## src/rtl/dmem_arbiter.sv

```systemverilog
// dmem_arbiter: two-port round-robin dmem arbiter with lock bursts, access checks and 1-cycle responses
module dmem_arbiter #(
    parameter int XLEN      = 32,
    parameter int FUNCT3_W  = 3,
    parameter int DMEM_W    = 1024,
    parameter int MAX_BURST = 4
) (
    input  logic                clk,
    input  logic                reset,
    input  logic                p0_req,
    input  logic                p0_we,
    input  logic                p0_lock,
    input  logic [FUNCT3_W-1:0] p0_funct3,
    input  logic [XLEN-1:0]     p0_addr,
    input  logic [XLEN-1:0]     p0_wdata,
    output logic                p0_gnt,
    output logic                p0_rvalid,
    output logic [XLEN-1:0]     p0_rdata,
    output logic                p0_err,
    input  logic                p1_req,
    input  logic                p1_we,
    input  logic                p1_lock,
    input  logic [FUNCT3_W-1:0] p1_funct3,
    input  logic [XLEN-1:0]     p1_addr,
    input  logic [XLEN-1:0]     p1_wdata,
    output logic                p1_gnt,
    output logic                p1_rvalid,
    output logic [XLEN-1:0]     p1_rdata,
    output logic                p1_err,
    output logic                mem_read,
    output logic                mem_write,
    output logic [FUNCT3_W-1:0] funct3,
    output logic [XLEN-1:0]     addr,
    output logic [XLEN-1:0]     write_data,
    input  logic [XLEN-1:0]     read_data
);
    logic                prio_q, prio_d, lock_q, lock_d, lock_port_q, lock_port_d;
    logic [3:0]          burst_q, burst_d, run;
    logic [1:0]          rvalid_q, rvalid_d, err_q, err_d;
    logic [XLEN-1:0]     rdata_q, rdata_d;
    logic [1:0]          gnt;
    logic                g, any, fav, s_we, s_lock, bad, legal_f3, misal, oor;
    logic [FUNCT3_W-1:0] s_f3;
    logic [XLEN-1:0]     s_addr, s_wdata;

    // grant selection, access checks, dmem drive and next arbitration/response state
    always_comb begin
        fav = lock_q ? lock_port_q : prio_q;
        gnt = 2'b00;
        if (!reset) begin
            if (p0_req && (!p1_req || !fav)) gnt = 2'b01;
            else if (p1_req)                 gnt = 2'b10;
        end
        any     = |gnt;
        g       = gnt[1];
        s_we    = g ? p1_we     : p0_we;
        s_lock  = g ? p1_lock   : p0_lock;
        s_f3    = g ? p1_funct3 : p0_funct3;
        s_addr  = g ? p1_addr   : p0_addr;
        s_wdata = g ? p1_wdata  : p0_wdata;
        legal_f3 = s_we ? (s_f3 <= FUNCT3_W'(2))
                        : (s_f3 <= FUNCT3_W'(2) || s_f3 == FUNCT3_W'(4) || s_f3 == FUNCT3_W'(5));
        misal = (s_f3[1:0] == 2'd1 && s_addr[0]) || (s_f3[1:0] == 2'd2 && s_addr[1:0] != 2'd0);
        oor   = {2'b00, s_addr[XLEN-1:2]} >= XLEN'(DMEM_W);
        bad   = !legal_f3 || misal || oor;
        mem_read   = any && !bad && !s_we;
        mem_write  = any && !bad && s_we;
        funct3     = any ? s_f3 : '0;
        addr       = any ? s_addr : '0;
        write_data = any ? s_wdata : '0;
        run = (lock_q && lock_port_q == g) ? burst_q + 4'd1 : 4'd1;
        prio_d      = prio_q;
        lock_d      = lock_q;
        lock_port_d = lock_port_q;
        burst_d     = burst_q;
        if (any) begin
            prio_d = !g;
            if (s_lock && run < 4'(MAX_BURST)) begin
                lock_d      = 1'b1;
                lock_port_d = g;
                burst_d     = run;
            end else begin
                lock_d  = 1'b0;
                burst_d = '0;
            end
        end else if (lock_q && !(lock_port_q ? p1_req : p0_req)) begin
            lock_d  = 1'b0;
            burst_d = '0;
            prio_d  = !lock_port_q;
        end
        rvalid_d = gnt;
        err_d    = gnt & {2{bad}};
        rdata_d  = mem_read ? read_data : '0;
    end

    // state and response registers with synchronous reset
    always_ff @(posedge clk) begin
        if (reset) begin
            prio_q      <= 1'b0;
            lock_q      <= 1'b0;
            lock_port_q <= 1'b0;
            burst_q     <= '0;
            rvalid_q    <= '0;
            err_q       <= '0;
            rdata_q     <= '0;
        end else begin
            prio_q      <= prio_d;
            lock_q      <= lock_d;
            lock_port_q <= lock_port_d;
            burst_q     <= burst_d;
            rvalid_q    <= rvalid_d;
            err_q       <= err_d;
            rdata_q     <= rdata_d;
        end
    end

    // responses are suppressed while reset is held so an in-flight one never escapes
    assign p0_gnt    = gnt[0];
    assign p1_gnt    = gnt[1];
    assign p0_rvalid = rvalid_q[0] && !reset;
    assign p1_rvalid = rvalid_q[1] && !reset;
    assign p0_err    = err_q[0] && !reset;
    assign p1_err    = err_q[1] && !reset;
    assign p0_rdata  = p0_rvalid ? rdata_q : '0;
    assign p1_rdata  = p1_rvalid ? rdata_q : '0;
endmodule

```

## config.mk

```make
export PLATFORM = sky130hd
export DESIGN_NAME = dmem_arbiter
export DESIGN_NICKNAME = d
export VERILOG_FILES = /design/src/rtl/dmem_arbiter.sv
export SDC_FILE = /design/constraint.sdc
export NUM_CORES = 1
export LEC_CHECK = 0
export CORE_AREA = 2 2 122 124
export CTS_CLUSTER_SIZE = 24
export DETAILED_ROUTE_END_ITERATION = 16
export DIE_AREA = 0 0 124 126
export GPL_TIMING_DRIVEN = 0
export HOLD_SLACK_MARGIN = 0.15
export SETUP_SLACK_MARGIN = 0.4
export SKIP_LAST_GASP = 1
export SYNTH_ARGS = -nofsm -noshare
export SYNTH_HDL_FRONTEND = slang
export SYNTH_SLANG_ARGS = --single-unit
export TNS_END_PERCENT = 100
```

## constraint.sdc

```tcl
create_clock -name clk -period 11.49 [get_ports clk]
set_clock_uncertainty 0.1 [all_clocks]
set_input_delay 3.447 -clock clk [delete_from_list [all_inputs] [get_ports clk]]
set_output_delay 3.447 -clock clk [all_outputs]
set_load 0.03 [all_outputs]
```

Word level (Yosys, flattened, before mapping)
Index checks and enable logic that the tools add are counted.
{"block": "op_classes", "bitwise": 2, "n_eq_ne": 5, "add_sub_neg": 1, "shift": 0, "multipliers": 0, "div_mod_pow": 0, "n_mux": 25, "n_lt_le_gt_ge": 3, "reduce_logical": 33}
{"op": "2-to-1 mux 32 bit", "n": 6}
{"op": ">= comparator 30 x 11 -> 1 bit (second input constant)", "n": 1}
{"op": "2-to-1 mux 4 bit", "n": 4}
{"op": "logical AND 1 bit", "n": 13}
{"op": "2-to-1 mux 1 bit", "n": 10}
{"op": "logical NOT 1 bit", "n": 9}
{"op": "equality test 3 bit (second input constant)", "n": 2}
{"op": "logical OR 1 bit", "n": 6}
{"op": "2-to-1 mux 2 bit", "n": 3}
{"op": "2-to-1 mux 3 bit", "n": 2}
{"op": "adder 4 x 1 -> 4 bit (second input constant)", "n": 1}
{"op": "less-than comparator 4 x 3 -> 1 bit (second input constant)", "n": 1}
{"op": "nonzero test 2 bit", "n": 2}
{"op": "OR reduction 2 bit", "n": 2}
{"op": "less-or-equal comparator 3 x 2 -> 1 bit (second input constant)", "n": 1}
{"op": "AND 2 bit", "n": 1}
{"op": "equality test 2 x 1 -> 1 bit (second input constant)", "n": 1}
{"op": "equality test 2 bit (second input constant)", "n": 1}
{"op": "AND reduction 2 bit", "n": 1}
{"op": "equality test 1 bit", "n": 1}
{"op": "inverter 1 bit", "n": 1}
{"block": "totals", "output_inout_bits": 139, "mem_bits_rw": 0, "word_cells": 76, "mem_count": 0, "input_bits": 174, "latch_bits": 0, "rom_bits": 0, "ff_bits": 43}

Depth between registers and ports, before layout
{"block": "logic_depth", "ltp_word": 19, "depth_mapped": 8, "ltp_nobuf": 6}

Least setup slack after synthesis
Ideal clock, no wire load.
{"block": "synth_timing", "path_type": "input to output", "start": "input p1_req", "end": "output mem_write", "slack_ns": 2.486, "arrival_ns": 5.457, "n_path_buf": 1, "required_ns": 7.943, "path_stages": 6, "cell_sequence": "clkbuf_1 -> and2b_1 -> o21ai_4 -> inv_2 -> or4_1 -> a221oi_1"}
{"block": "synth_between", "elab_chain_cells": 16, "elab_cells_between_ends": 29, "cone_classes": "2 x order compare; 4 x eq/ne; 7 x mux; 16 x reduce/logical"}
{"item": "start: declaration", "line": "20", "source": "input logic p1_req,"}
{"item": "logical NOT 1 bit", "line": "51", "source": "if (p0_req && (!p1_req || !fav)) gnt = 2'b01;"}
{"item": "logical OR 1 bit", "line": "51"}
{"item": "logical AND 1 bit", "line": "51"}
{"item": "2-to-1 mux 2 bit *", "line": "51"}
{"item": "2-to-1 mux 2 bit *", "line": "50", "source": "if (!reset) begin"}
{"item": "branches (longest 10 deep; another with >= comparator 30 x 11 -> 1 bit)"}
{"item": "logical AND 1 bit *", "line": "67", "source": "mem_write = any && !bad && s_we;"}
{"item": "end: declaration", "line": "31", "source": "output logic mem_write,"}
Every way passes the cells marked *.

Final worst setup path
{"block": "layout_timing", "start": "input p0_req", "end": "output mem_read"}
{"block": "layout_between", "elab_chain_cells": 14, "elab_cells_between_ends": 27, "cone_classes": "2 x order compare; 4 x eq/ne; 6 x mux; 15 x reduce/logical"}
{"item": "start: declaration", "line": "10", "source": "input logic p0_req,"}
{"item": "logical AND 1 bit *", "line": "51"}
{"item": "2-to-1 mux 2 bit *", "line": "51"}
{"item": "2-to-1 mux 2 bit *", "line": "50"}
{"item": "branches (longest 10 deep; another with >= comparator 30 x 11 -> 1 bit)"}
{"item": "logical AND 1 bit *", "line": "66", "source": "mem_read = any && !bad && !s_we;"}
{"item": "end: declaration", "line": "30", "source": "output logic mem_read,"}
Marked as above.

==> results.txt <==
- Die ar.: roughly 16000 um^2
- The internal power of the cells totals roughly 0.34 mW.
- In this run, the clock network consumes between 30% and 40% of the power.
- RSZ-0062 raised after global routing: no
* Summed instance area of the synthesized netlist: roughly 2900 um^2
- Power share of the combinational group: between 30 and 40%
* Most common library cells after synthesis: sky130_fd_sc_hd__nand2_1, sky130_fd_sc_hd__and2_1, sky130_fd_sc_hd__a21oi_1
- The detail route stage leaves a number of antenna-violating nets equal to 0.
* Power density normalized to cell area: 75.9 nW/um^2
- By startpoint and endpoint, the worst setup path is classified as input pin to primary output.
- Synthesized netlist net count: ~620
* Setup slack at placement: around 1.2 ns
- Type of destination of the critical path: primary output
- Outcome: finished clean
* Area growth syn-to-layout: 122%
* Cell with the largest stage delay on the worst path: sky130_fd_sc_hd__clkdlybuf4s50_1
* Share of synthesized area occupied by flip-flops and latches: between 30 and 40%
- Max-cap violations in this run came to 0.
- Subtracting the final worst setup slack from the clock period gives about 10 ns.
- Class of the worst hold path: flip-flop to flip-flop
* Buf+Inv Stages, Crit Path: 5
- Measured along the y axis, the die boundary spans around 130 um.
* Fmax: 0.0981 GHz
- After detailed routing, the wire length on met1 is 5370 um.
- Port Buf Inserts: 311
- From left edge to right edge, the die measures 124 um.
* Worst slew margin: ~60%
* Arrival time at the worst endpoint: between 6 and 7 ns
- For the worst setup path, the data required time is 7.94 ns.
- In the routed design, unresolved DRC markers number 0.
- Final std cell area, no fill: roughly 6400 um^2
* Share of the synthesized area in the top cell type: a little under a third
* Ys async rst share: 0%
* Multi-input combinational cell area: 1860 um^2
- The detailed router finished its first iteration with 144 violations.
- TritonCTS built the clock tree.
- Clock-pin slew on the worst setup and hold paths: approximately 0.06 ns
- For this design the total switching power over the nets is 0.139 mW.
- Number of buffers inserted to repair setup after CTS: 0
- For this design, the sink count on the clock tree is 43.
* Wire length of the first global-routing pass: roughly 22000 um
- Post-CTS Resized: 0
- For this configuration, the core starts out at a cell density of 20.0%.
- The floorplan has 44 rows.
* Routed WL: ~15000 um
- Setup violations remaining at the end of the flow were counted as 0.
- Number of antenna violations at the first check in global routing: 0
- Vias per inst: roughly 4.4
- During synthesis, Yosys emitted a total of 0 warnings.
- Global routing finished with a remaining overflow of 0.
- Global Route Usage Sum: a little under a fifth
- Top cell type by total area after synthesis: sky130_fd_sc_hd__dfxtp_1
- Clock latency of the later-clocked register in the worst-skew pair: around 0.28 ns
- Net switching fraction of the power: 28.9%
- The signal on the critical path passes through clkdlybuf4s50_1 -> inv_1 -> o21ai_4 -> inv_2 -> or4_1 -> a211oi_2 -> buf_2 -> clkdlybuf4s50_1.
- Worst setup SP type: input pin
* Detailed-routed wire length on met3: 1560 um
* Worst slack on hold paths: around 0.40 ns
- For this run, the detailed router's first-pass iteration total came to 4.
* Maximum number of buffers from clock root to sink: 2
* Worst Slack Setup Final: between 1 and 1.5 ns
- Average wire per standard cell: between 15 and 20 um
- In this run the worst path has a maximum fanout of 10.
* Root cell of the clock tree: sky130_fd_sc_hd__clkbuf_16
* Number of hold buffers added after cts: 0
- Least-Margin Pin Slew: about 0.61 ns
- Reg power frac: about a third
- Util after Layout: approximately 45%
* Depth of the CTS H-tree: 2
- Once placement finished, the instance area stood at a little over 6000 um^2.
- Ports: 313
- After detailed routing, no signal wire sits above met4.
* Layout Nets: around 940
- Number of enable-type register cells in the synthesized netlist: 0
* Total count of max-transition violations in the final report: 0
- After synthesis the netlist holds a flip-flop and latch count of 43.
- Among all cell types in the netlist, the one instantiated most often is sky130_fd_sc_hd__nand2_1.
- Leading cell types by total area after synthesis: sky130_fd_sc_hd__dfxtp_1, sky130_fd_sc_hd__and2_1, sky130_fd_sc_hd__nand2_1
* Layout cell share with drive strength beyond 1: between 1 and 1.5%
* Leak: approximately 2.4 nW
- After routing, the total negative slack on setup checks comes to 0 ns.
* Maximum number of pins on one net before global-route repair: 13
- CP peak stage delay: 0.69 ns
- Post-detail-place hpwl: about 13000 um
- The netlist uses 33 different library cells.
- The repair_antennas step left the layout with diodes totalling 0.
- Final period util: between 80% and 90%
* Avg Inst Size Synth: between 6 and 7 um^2
- At the end of routability-driven placement, the weighted congestion stood at about 0.96.
* Critical path's top delay family: buffers and inverters
- Core Area: ~14000 um^2
- Counting the fill cells in the layout gives approximately 1500.
- Total CTS buffers: 5
- VDD sags by at most ~0.046 mV.
- The cell count after synthesis came out at ~440.
* Number of global-route vias before repair: between 4000 and 5000
- In the detailed route, the total length drawn on met2 is between 7000 and 8000 um.
- In the final layout, flip-flops and latches occupy ~860 um^2.
- Most numerous cell on the critical path: sky130_fd_sc_hd__clkdlybuf4s50_1
- For this run, the leading register cell type out of synthesis is sky130_fd_sc_hd__dfxtp_1.
- The detailed router placed roughly 4000 vias in this run.
- Final hold viol count: 0
==> routing by layer <==
metal | global-route usage, % | vias to the layer above
met1 | 18.7 | 1823
met3 | 6.34 | 19
met4 | 5.29 | 0
met2 | 34.6 | 203
met5 | 0 | -
li1 | - | 2075
==> worst reg2reg max path: cells and delay by family (launching register included) <==
kind	cells	cell delay, ns
DFF	1	0.37
muxes	1	0.40
and+or+nand+nor	2	0.79
buffers and inverters	2	0.49
AOI/OAI and AO/OA	2	0.73
==> cells in the final DEF, fill, tap and decap left out, types with 2 or more instances in the layout <==
cell                              Yosys  final
sky130_fd_sc_hd__a211oi_1             4      4
sky130_fd_sc_hd__a21oi_1             70     70
sky130_fd_sc_hd__a221oi_1             3      3
sky130_fd_sc_hd__and2_1              98     98
sky130_fd_sc_hd__buf_1                2      2
sky130_fd_sc_hd__clkbuf_1            29     30
sky130_fd_sc_hd__clkbuf_16            0      5
sky130_fd_sc_hd__clkdlybuf4s50_1      0    311
sky130_fd_sc_hd__dfxtp_1             43     43
sky130_fd_sc_hd__inv_1                5      5
sky130_fd_sc_hd__mux2i_1              2      2
sky130_fd_sc_hd__nand2_1            139    139
sky130_fd_sc_hd__nand3_1              2      2
sky130_fd_sc_hd__nor2_1               6      6
sky130_fd_sc_hd__nor2b_1              5      5
sky130_fd_sc_hd__nor4_1              13     13
sky130_fd_sc_hd__o21ai_0              2      2
sky130_fd_sc_hd__or4_1                2      2
==> power groups by stage <==
stage	logic, mW	clock network (mW)	registers, mW
3_5_place_dp	0.177	0	0.156
2_1_floorplan	0.0713	0	0.155
3_3_place_gp	0.175	0	0.155
6_report	0.176	0.155	0.152
5_1_grt	0.189	0.164	0.152
4_1_cts	0.178	0.159	0.152
==> registers in the layout, indices dropped and copies added (netlist names) <==
signal / count
lock_q: 1
burst_q: 4
prio_q: 1
rdata_q: 32
err_q: 2
rvalid_q: 2
lock_port_q: 1
==> metrics by stage <==
| step | instances | total power [mW] |
|---|---|---|
| final | 944 | 0.483 |
| after global routing | 944 | 0.506 |
| after CTS | 944 | 0.489 |
| after detailed placement | 937 | 0.332 |
| after global placement | 937 | 0.330 |
| after floorplan | 442 | 0.227 |
==> path summary, 6_finish.rpt <==
kind	from	end	slack, ns	cells past startpoint
setup / recovery	p0_req	mem_read	1.29	8
hold / removal	burst_q[3]$_SDFFE_PP0P_	burst_q[3]$_SDFFE_PP0P_	0.40	1
setup reg to reg	lock_q$_SDFFE_PP0P_	rdata_q[28]$_SDFF_PP0_	8.57	7
hold reg to reg	burst_q[3]$_SDFFE_PP0P_	burst_q[3]$_SDFFE_PP0P_	0.40	1
==> cells by family (layout without fill, tap and decap cells) <==
family | Yosys count | in the layout | synth area share (%)
flip-flops | 43 | 43 | 30.0
adder cells (fa/ha/maj) | 1 | 1 | 0.436
multiplexers | 3 | 3 | 1.09
AO/OA/AOI/OAI | 88 | 88 | 17.4
AND/OR/NAND/NOR | 269 | 269 | 46.0
buffers and inverters | 38 | 356 | 5.01
==> layout make-up <==
| type | instances | share of cell area (%) |
|---|---|---|
| Inverter | 6 | 0.353 |
| Sequential cell | 43 | 13.5 |
| Timing Repair Buffer | 311 | 48.9 |
| Tap cell | 184 | 3.61 |
| Clock buffer | 6 | 2.02 |
| Buffer | 32 | 1.90 |
| Clock inverter | 1 | 0.471 |
| Multi-Input combinational cell | 361 | 29.3 |
Power figures use the tool's default switching activity.
==> edit 1 (same settings) <==
Make the reset (`reset`) asynchronous in one clocked block. Comments in the files are not updated.
--- a/src/rtl/dmem_arbiter.sv
+++ b/src/rtl/dmem_arbiter.sv
@@ -94,7 +94,7 @@
     end
 
     // state and response registers with synchronous reset
-    always_ff @(posedge clk) begin
+    always_ff @(posedge clk or posedge reset) begin
         if (reset) begin
             prio_q      <= 1'b0;
             lock_q      <= 1'b0;
Formal check against the unedited RTL: no difference found for any inputs over 10 cycles, from zero or initial values and one cycle with reset high; that may be too few to reach the edited logic, so the function may still have changed.
==> edit 1 against the original RTL <==
Count of clock-buffer cells in the layout stayed put; synthesized cell count grew 7.0%; synthesized area is 17% higher; worst setup slack better by 0.16 ns; total power up 10%; design area rose by 8.1%; wire length rose by 8.6%; sequential cell count did not move; via count is 6.8% higher.
==> edit 1: results <==
[status]
status = "complete, no violations"

[synth]
ys_types = 39
synthArstFlopShare_pct = 100.0
seq_area_frac_synth_pct = 32.10
synth_fp_nets = 648
synth_ff_type = "dfrtp_1"
syn_inst = 473
synth.cells.most_frequent = "171 x nand2_1, 68 x a21oi_1, 66 x and2_1"
synth_area_leaders = "dfrtp_1 32%, nand2_1 19%, and2_1 12%, a21oi_1 10%, nor3_2 8.7%"

[routing]
wl_mm = 15.87
first_pass_iters = 4
drt_iter0_markers = 131
vias = 4402
via_per_inst = 4.506

[worst_setup_path]
r2r_start = "lock_port_q$_DFFE_PP0P_"
cp_slowest_cell = "clkdlybuf4s50_1"
r2r-end = "rdata_q[15]$_DFF_PP0_"
slowest_delay_ns = 0.64
reg2regPathDepth = 8
timing.reg2reg.setup_slack_ns = 9.39
arrival_ns = 6.49
cp_max_fo = 34
cp_top_family = "buffers and inverters"

[worst_hold_path]
hp-class = "reg -> reg"
min_to = "prio_q$_DFFE_PP0P_"
hold_path_depth = 1
hp-start = "prio_q$_DFFE_PP0P_"

[cts]
cts_setup_buffers = 0
clk_latency_ns = 0.27
post_cts_resized = 0
htreeDepth = 2
path_clk_slew_ns = 0.06
cts.path.max_buffers = 2
cts_buffers = 5

[power]
switching_share_pct = 32.02
p_leak_uw = 0.002711
vdd_drop_max_mv = 0.07035

[global_route]
grt_start_max_net_pins = 35
grt_pass1_wl_mm = 24.13
first_global_vias = 4610
grt_usage_pct = 19.72

[sta]
tightest_slew_ns = 0.5887
hold_ws_ns = 0.4090

[placed_design]
io_buffers = 312
gp_congestion = 0.8773
dp_hpwl_mm = 13.41
dp_cells = 970

[finish]
diodes = 0
drive_gt1_share_pct = 6.683
reg_top3 = "rdata_q: 32 flops, burst_q: 4 flops"
fin_nets = 968
==> edit 1: cells by family (layout without fill, tap and decap cells) <==
kind of cell / count (synthesis) / count (layout) / share of synthesized area [%]
AOI/OAI and AO/OA: 84 / 84 / 13.70
DFF: 43 / 43 / 32.10
adders and majority gates: 1 / 1 / 0.3732
muxes: 6 / 6 / 2.016
buffers and inverters: 41 / 361 / 5.636
and+or+nand+nor: 297 / 297 / 45.91
xor gates and xnor gates: 1 / 1 / 0.2613
==> edit 1: how the worst max path moves through the flow <==
stage	startpoint	to	slack [ns]	cells past startpoint
3_3_place_gp	reset	write_data[18]	0.34	7
2_1_floorplan	reset	write_data[11]	2.21	5
3_5_place_dp	reset	write_data[18]	1.34	8
4_1_cts	reset	write_data[18]	1.34	8
6_report	reset	write_data[18]	1.45	8
5_1_grt	reset	write_data[19]	1.15	8
==> edit 1: power groups by stage <==
stage          clock (uW)  sequential (uW)  combinational (uW)
2_1_floorplan           0              161                 103
3_5_place_dp            0              162                 222
3_3_place_gp            0              161                 220
4_1_cts               158              159                 224
6_report              153              159                 221
5_1_grt               161              159                 238
==> edit 1: routing by layer <==
layer	wire, microns	track usage [%]	up-vias
met5	0	0	-
met4	450	6.279	0
met3	1530	5.344	29
met2	8133	36.30	210
met1	5760	21.61	1970
li1	-	-	2193
==> edit 1: worst reg2reg max path, cell delays in order (launching register included) <==
cell and delay, ns:
dfrtp_1 0.43, mux2i_1 0.21, a21o_1 0.14, buf_4 0.18
inv_4 0.09, nor4_4 0.34, a21oi_2 0.15, buf_6 0.19
nor3_2 0.18
==> edit 1: through the flow <==
step | setup WS, ns | area [sq um]
2_1_floorplan | 2.214 | 3352
4_1_cts | 1.337 | 6884
6_report | 1.450 | 6884
3_5_place_dp | 1.344 | 6725
3_3_place_gp | 0.3376 | 6705
5_1_grt | 1.152 | 6884
==> edit 1: cell type report <==
| cell class | instances | area, sq um |
|---|---|---|
| Multi-Input combinational cell | 389 | 2087 |
| Sequential cell | 43 | 1076 |
| Timing Repair Buffer | 313 | 3143 |
| Fill cell | 1430 | 7430 |
| Inverter | 4 | 17.52 |
| Tap cell | 184 | 230.2 |
| Clock inverter | 1 | 30.03 |
| Buffer | 37 | 171.4 |
| Clock buffer | 6 | 128.9 |
==> edit 2 (same settings) <==
Without the edit above. `FUNCT3_W`: 3 -> 5.
--- a/src/rtl/dmem_arbiter.sv
+++ b/src/rtl/dmem_arbiter.sv
@@ -1,7 +1,7 @@
 // dmem_arbiter: two-port round-robin dmem arbiter with lock bursts, access checks and 1-cycle responses
 module dmem_arbiter #(
     parameter int XLEN      = 32,
-    parameter int FUNCT3_W  = 3,
+    parameter int FUNCT3_W  = 5,
     parameter int DMEM_W    = 1024,
     parameter int MAX_BURST = 4
 ) (
Ports: changed (resized funct3, p0_funct3 and p1_funct3); port bits go from 313 to 319. The function was not compared with the original's and may differ.
==> edit 2 against the original RTL <==
Critical endpoint unchanged; design area grew 1.8%; critical path type unchanged; combinational power grew 5%; sequential cell count is the same; worst setup slack gained 0.34 ns; total power shrank 2.3%; worst hold slack lost 0.018 ns; wire length grew 6.6%; highest routed layer unchanged; synthesized area grew 2.6%.
==> edit 2: results <==
[placed_design]
gp_congestion = 0.8807
io_buffers = 317
dp_hpwl_mm = 13.54
placed_cell_area_sq_um = 6346

[worst_setup_path]
slowest_delay_ns = 0.66
cp_max_fo = 10
r2r-end = "rdata_q[8]$_SDFF_PP0_"
reg2regPathDepth = 6
cp_slowest_cell = "clkdlybuf4s50_1"
timing.reg2reg.setup_slack_ns = 8.99
startpoint = "reset"
arrival_ns = 6.30

[power]
vdd_drop_max_mv = 0.04288
switchingPower_uw = 146.4
p_leak_uw = 0.002601
powerClk_uw = 135
comb_power_share_pct = 39.1

[synth]
ys_types = 40
synth_fp_nets = 632
synth.cells.most_frequent = "141 x nand2_1, 70 x a21oi_1, 68 x and2_1"
synth_area_leaders = "dfxtp_1 29%, nand2_1 18%, and2_1 14%, a21oi_1 12%, and3_1 7.0%"
seq_area_frac_synth_pct = 29.25

[global_route]
first_global_vias = 4357
grt_start_max_net_pins = 14
grt_usage_pct = 19.01
grtUsageMet3_pct = 5.525
grtUsageMet1_pct = 18.81
grt_util_met2_pct = 37.17
grt_pass1_wl_mm = 23.00

[sta]
setup_ws_ns = 1.638
hold_ws_ns = 0.3786
tightest_slew_ns = 0.7450

[cts]
post_cts_resized = 0
htreeDepth = 2

[routing]
vias = 4324
drt_iter0_markers = 128
met2_length_mm = 8.224
wl_met1_mm = 5.464

[finish]
drive_gt1_share_pct = 1.799
nFillCells = 1463
fin_nets = 956

[status]
status = "complete, no violations"
## edit 2: cell types whose count changed in the layout (fill, tap and decap cells not counted), moves of 3 or more
cell and delta:
buf_6 +3, nand4_1 +3, and3_1 +32, clkdlybuf4s50_1 +6, a211oi_1 -3, and2_1 -30
## edit 2: how the worst min path moves through the flow
| stage | from | end | cells past startpoint |
|---|---|---|---|
| floorplan | burst_q[2]$_SDFFE_PP0P_ | burst_q[2]$_SDFFE_PP0P_ | 1 |
| global placement | burst_q[2]$_SDFFE_PP0P_ | burst_q[2]$_SDFFE_PP0P_ | 1 |
| detailed placement | burst_q[2]$_SDFFE_PP0P_ | burst_q[2]$_SDFFE_PP0P_ | 1 |
| CTS | burst_q[2]$_SDFFE_PP0P_ | burst_q[2]$_SDFFE_PP0P_ | 1 |
| global route | burst_q[2]$_SDFFE_PP0P_ | burst_q[2]$_SDFFE_PP0P_ | 1 |
| finish | burst_q[2]$_SDFFE_PP0P_ | burst_q[2]$_SDFFE_PP0P_ | 1 |
## edit 2: metrics by stage
stage | power [uW] | std cells
4_1_cts | 478.1 | 962
3_3_place_gp | 339.2 | 954
5_1_grt | 494.3 | 962
6_report | 472.3 | 962
3_5_place_dp | 340.9 | 954
2_1_floorplan | 230.3 | 453
## edit 2: kinds of logic after synthesis
logic type,after synthesis,share of synthesized area [%]
AOI/OAI and AO/OA,87,16.80
adders and majority gates,1,0.4251
buffers and inverters,42,6.164
DFF,43,29.25
muxes,2,0.6803
and+or+nand+nor,278,46.68
## edit 2: layout make-up
cell class | count | share of cell area, %
repair buffers | 317 | 48.91
multi-input cells | 368 | 29.30
clock buffers | 6 | 1.987
clock inverters | 2 | 0.1929
flip-flops and latches | 43 | 13.27
plain buffers | 36 | 2.449
inverters | 6 | 0.3472
well taps | 184 | 3.549
